## config.mk

```make
export PLATFORM = sky130hd
export DESIGN_NAME = blk_d6537a
export DESIGN_NICKNAME = d
export VERILOG_FILES = /design/src/rtl/blk_d6537a.sv
export SDC_FILE = /design/constraint.sdc
export NUM_CORES = 1
export LEC_CHECK = 0
export BUFFER_PORTS_ARGS = -buffer_cell sky130_fd_sc_hd__buf_2
export CORE_ASPECT_RATIO = 0.75
export CORE_MARGIN = 2
export CORE_UTILIZATION = 50
export CTS_CLUSTER_DIAMETER = 60
export DETAILED_ROUTE_END_ITERATION = 8
export GPL_TIMING_DRIVEN = 0
export PLACE_DENSITY = 0.82
export SLEW_MARGIN = 25
export SYNTH_ARGS = -nofsm -noshare
export SYNTH_HDL_FRONTEND = slang
export SYNTH_SLANG_ARGS = --single-unit
```

## constraint.sdc

```tcl
create_clock -name clk -period 1.7 [get_ports clk]
set_clock_uncertainty 0.2 [all_clocks]
set_input_delay 0 -clock clk [delete_from_list [all_inputs] [get_ports clk]]
set_output_delay 0 -clock clk [all_outputs]
set_load 0.1 [all_outputs]
```

## src/rtl/blk_d6537a.sv

```systemverilog
// Serial saturating arithmetic left shift: r = a * 2**s, one bit per clock.
// Signed overflow is detected one step before the sign bit would flip.
// On overflow the result saturates to the most-positive or most-negative
// value for the operand's sign, and the operation ends early.
module blk_d6537a #(
  parameter int N  = 8,
  parameter int SW = $clog2(N) + 1
) (
  input  logic          clk,
  input  logic          rst_n,
  input  logic          in_valid,
  output logic          in_ready,
  input  logic [N-1:0]  in_a,
  input  logic [SW-1:0] in_s,
  output logic          out_valid,
  input  logic          out_ready,
  output logic [N-1:0]  out_res,
  output logic          out_ovf
);

  typedef enum logic [1:0] {IDLE, SHIFT, DONE} state_t;

  state_t        state_q, state_d;
  logic [N-1:0]  r_q, r_d;
  logic [SW-1:0] cnt_q, cnt_d;
  logic          ovf_q, ovf_d;

  // State and datapath registers; reset drops any in-flight operation.
  always_ff @(posedge clk) begin
    if (!rst_n) begin
      state_q <= IDLE;
      r_q     <= '0;
      cnt_q   <= '0;
      ovf_q   <= 1'b0;
    end else begin
      state_q <= state_d;
      r_q     <= r_d;
      cnt_q   <= cnt_d;
      ovf_q   <= ovf_d;
    end
  end

  // Next-state logic, shift/saturate datapath and handshake outputs.
  always_comb begin
    state_d   = state_q;
    r_d       = r_q;
    cnt_d     = cnt_q;
    ovf_d     = ovf_q;
    in_ready  = 1'b0;
    out_valid = 1'b0;
    out_res   = '0;
    out_ovf   = 1'b0;
    case (state_q)
      IDLE: begin
        in_ready = 1'b1;
        if (in_valid) begin
          r_d     = in_a;
          cnt_d   = in_s;
          ovf_d   = 1'b0;
          state_d = (in_s == '0) ? DONE : SHIFT;
        end
      end
      SHIFT: begin
        // Top two bits differ: shifting again would change the sign.
        if (r_q[N-1] != r_q[N-2]) begin
          r_d     = r_q[N-1] ? {1'b1, {(N-1){1'b0}}} : {1'b0, {(N-1){1'b1}}};
          ovf_d   = 1'b1;
          state_d = DONE;
        end else begin
          r_d   = {r_q[N-2:0], 1'b0};
          cnt_d = cnt_q - SW'(1);
          if (cnt_q == SW'(1)) state_d = DONE;
        end
      end
      DONE: begin
        out_valid = 1'b1;
        out_res   = r_q;
        out_ovf   = ovf_q;
        if (out_ready) state_d = IDLE;
      end
      default: state_d = IDLE;
    endcase
  end

endmodule

```

* Word-level counts from Yosys, hierarchy flattened
Cells that the tools add are included.
** Operators by class
- Add/sub/neg operators :: 1
- $mul :: 0
- Divide/modulo/power cells :: 0
- $lt $le $gt $ge :: 0
- Eq/ne operators :: 9
- Shift operators :: 0
- Mux-type cells :: 20
- Bitwise operators :: 0
- Reductions and logical operators :: 7
** Operators by type and width (number)
- two-way mux 8 bit :: 4
- one-hot mux 8 bit (2 select lines) :: 1
- two-way mux 2 bit :: 5
- AND reduction 3 bit :: 3
- two-way mux 4 bit :: 2
- inequality test 2 bit, second input constant :: 4
- one-hot mux 4 bit (2 select lines) :: 1
- one-hot mux 2 bit (3 select lines) :: 1
- two-way mux 1 bit :: 5
- equality test 4 x 1 -> 1 bit, second input constant :: 1
- zero test 4 bit :: 1
- subtractor 4 x 1 -> 4 bit, second input constant :: 1
- inequality test 3 bit, second input constant :: 1
- equality test 2 x 1 -> 1 bit, second input constant :: 1
- equality test 2 bit, second input constant :: 1
- zero test 2 bit :: 1
- one-hot mux 1 bit (2 select lines) :: 1
- AND reduction 2 bit :: 1
- nonzero test 2 bit :: 1
- inequality test 1 bit :: 1
** Storage, ports and cells
- Register bits :: 15
- Latch bits :: 0
- RAM bits :: 0
- Bits in read-only memories :: 0
- Input port bits :: 16
- Output and inout bits :: 11
- Logic and storage cells :: 41
- Memories :: 0

* Depth between registers and ports, before layout
- Depth after elaboration :: 4
- Depth in mapped cells :: 5
- Gate-level depth less buffers :: 5

* Worst setup path before layout
Ideal clock, no wire load.
- Path type :: reg-to-output
- Start point :: reg state_q[0]
- End point :: out out_res[7]
- Arrival time :: 2.743 ns
- Data required time :: 1.500 ns
- Slack :: -1.243 ns
- Cell stages (with the launch flop) :: 4
- Cells stage by stage :: dfxtp_1 > buf_2 > buf_2 > nor3_1
** Between the ends
- Cells in the longest elaborated chain, start to end :: 2
** RTL lines
- from (decl) :: RTL line 23 : state_t state_q, state_d;
- from (signal assigned) :: RTL line 36 : state_q <= state_d;
- equality test 2 bit :: RTL line 53 : case (state_q)
- two-way mux 8 bit :: RTL line 53
- to (decl) :: RTL line 17 : output logic [N-1:0] out_res,
No other way between the ends.

* Final worst setup path
- Start point :: reg r_q[7]
- End point :: reg cnt_q[3]
** Between the ends
- Cells in the longest elaborated chain, start to end :: 3
** RTL lines
- from (decl) :: RTL line 24 : logic [N-1:0] r_q, r_d;
- from (signal assigned) :: RTL line 37 : r_q <= r_d;
- inequality test 1 bit :: RTL line 65 : if (r_q[N-1] != r_q[N-2]) begin
- inequality test 2 bit (no line)
- AND reduction 3 bit (no line)
- to (signal assigned) :: RTL line 38 : cnt_q <= cnt_d;
- to (decl) :: RTL line 25 : logic [SW-1:0] cnt_q, cnt_d;
No other way between the ends.
A chain may end at the register's enable or synchronous reset.

==> reports/metrics.csv <==
stage,metric,value,unit
drt,drt drc,0,
clock_network,CTS tree,done,
sta,RSZ-0062 raised after global routing,yes,
floorplanning,Die Span Y,41.3,um
sta,Final TNS setup,-0.00937,ns
power,Pleak,0.589,nW
flow_run,Max Cap Viol,0,
logic_synthesis,post-synthesis cell count,114,
sta,FMAX,585,MHz
layout,# fillers,103,
power,Max VDD drop,573,uV
drt,via count,1072,
floorplanning,I/O pins,27,
min_path,Hold Path Class,reg2reg,
worst_setup_path,critical path arrival,1.72,ns
worst_setup_path,crit path kind,reg2reg,
logic_synthesis,Yosys cell types,39,
grt,GRT overflow,0,
placement,routability cong.,0.880,
logic_synthesis,Synth Cell Area,926,um2
floorplanning,FP Rows,13,
clock_network,clock net sink count,15,
clock_network,clock-pin slew on the worst setup and hold paths,0.10,ns
clock_network,clk_lat worst skew,0.29,ns
drt,DRT Pass-1 Iters,4,
sta,Final WS setup,-0.00937,ns
sta,final hold vios,0,
worst_setup_path,nature of the critical path endpoint,flip-flop,
layout,diode count,0,
layout,Final Instance Area,0.00140,mm2
floorplanning,die width,53.7,um
placement,placed cell area,0.00113,mm2
drt,DR iter-0 viols,55,
sta,min Tclk post-route,1.71,ns
sta,fraction of the cycle the final worst path needs,101,%
sta,Slew @ Worst Pin,0.448,ns
grt,vias in the first global route,833,
layout,Final Util,80.4,%
clock_network,Max Buffers Root-to-Sink,2,
logic_synthesis,Avg Inst Size Synth,8.12,um2
worst_setup_path,startpoint types,flip-flop,
grt,initial antenna violation count,0,
drt,number of vias per cell,5.92,
placement,# port buffers,26,
placement,dpl hpwl,1690,um
grt,first-pass GRT wire length,4040,um
sta,final setup vio count,1,
logic_synthesis,Async SR Flop Fraction,0,%
outcome,status,"finished, violations left",
floorplanning,Core Box Area,0.00174,mm2
worst_setup_path,Crit path required time,1.71,ns
sta,fin. max-slew vios,0,
worst_setup_path,crit-path max FO,6,
grt,Tot GR Track Use,26.6,%
drt,WL/cell,16.1,um
power,pwr/cell area,894,mW/mm2
layout,nets,180,
floorplanning,die area,0.00222,mm2
logic_synthesis,main flop type after synthesis,dfxtp_1,
grt,largest net degree at the start of global routing,11,
outcome,failing checks,setup timing,
sta,Max-slew headroom,70.2,%
logic_synthesis,Synth warnings,0,
logic_synthesis,total nets after synthesis,134,
clock_network,Root Driver,clkbuf_4,
drt,number of nets with antenna violations after routing,0,
floorplanning,initial core utilization,53.2,%
layout,"Area growth, synth to finish",51.1,%
drt,Routed WL,2910,um
clock_network,total CTS buffers,3,
placement,Placed Instances,162,
logic_synthesis,Post-synth EDFFs,0,
clock_network,H-tree Lvls,1,
logic_synthesis,Seq cells post-synth,15,
logic_synthesis,register area share after synthesis,32.4,%
placement,pre-CTS WS,-0.123,ns
clock_network,setup bufs post-CTS,0,
layout,final cell count without fillers,181,
layout,layout cells sized above 1,35.2,%
==> worst max-delay path, stage by stage (launching register included) <==
cell	delay, ns
dfxtp_2	0.38
inv_1	0.10
ha_4	0.31
mux2_2	0.23
nand2_1	0.12
o32ai_1	0.27
==> synth_stat cells (all sizes together) (2+ instances only) <==
master,instances,share of area [%]
nor3,3,1.6
dfxtp,15,32
ha,4,5.4
a21oi,12,6.5
a211oi,2,1.6
nor2,6,2.7
a31oi,6,4.1
o21ai,11,5.9
buf,4,2.4
nor4,2,1.4
o32ai,2,1.9
nand2b,2,1.6
nand2,4,1.6
nor2b,7,4.7
inv,6,2.4
and2,8,5.4
==> placed cells by master, fill, tap and decap left out, drive strengths merged <==
cell type,instances
ha,4
nor3,3
o211ai,1
clkbuf,5
nor4,2
buf,30
nand3,1
a31oi,6
o32ai,2
a21oi,12
nand3b,1
clkinv,1
mux2i,1
nand2,4
a2bb2oi,1
a211oi,2
a311oi,1
mux2,1
or3b,1
and2,8
a21boi,1
dfxtp,15
or3,1
o21a,1
inv,6
a221oi,1
nor2b,7
nor4bb,1
o21ba,1
nand2b,2
dlygate4sd3,15
o2111ai,1
nor3b,1
o21ai,11
o31ai,1
nor2,6
o211a,1
==> layout make-up <==
class	instances	area, um2	share of cell area [%]
inverters	7	31.3	2.24
repair buffers	41	345	24.7
clock buffers	4	26.3	1.88
well taps	22	27.5	1.97
flip-flops and latches	15	307	21.9
multi-input cells	87	629	45.0
plain buffers	5	32.5	2.33
==> cells by family after synthesis <==
kind of cell	synth area share, %
muxes	2.30
adders and majority gates	5.41
AOI/OAI and AO/OA	30.3
buffers and inverters	5.67
and+or+nand+nor	23.9
DFF	32.4
==> path summary, 6_finish.rpt <==
check,startpoint,end,slack [ns],cells after the start
min,cnt_q[3],cnt_q[3],0.30,2
max,r_q[7],cnt_q[3],-0.009,5
min reg2reg,cnt_q[3],cnt_q[3],0.30,2
max reg2reg,r_q[7],cnt_q[3],-0.009,5
==> per-stage QoR <==
step | hold WS [ns] | power [mW]
final | 0.300 | 1.25
after floorplan | -0.0689 | 0.832
after detailed placement | 0.0623 | 0.937
after CTS | 0.293 | 1.21
after global routing | 0.316 | 1.31
after global placement | 0.0598 | 0.928
==> flip-flops by register name, indices dropped and copies added (netlist names) <==
name,count
state_q,2
r_q,8
cnt_q,4
ovf_q,1
==> report_power, final <==
group          internal, mW  switching [mW]  total [mW]  leakage, nW
registers             0.407          0.0581       0.465        0.125
logic                 0.225           0.340       0.566        0.449
clock network        0.0915           0.129       0.220       0.0150
total                 0.724           0.527        1.25        0.589
==> repair_timing <==
action,4_1_cts,5_1_grt
resized for setup,17,10
hold endpoints to repair,15,0
gates cloned,0,0
hold buffers,15,0
pin swaps,0,1
setup endpoints to repair,22,13
==> layer usage <==
metal / global-route usage (%) / routed length (um) / up-vias
met5: 0 / 0 / -
met4: 7.05 / 24 / 0
met3: 6.57 / 318 / 6
met2: 38.7 / 1280 / 73
met1: 38.7 / 1290 / 486
li1: - / - / 507
No activity file was read; power rests on OpenSTA's default activity.
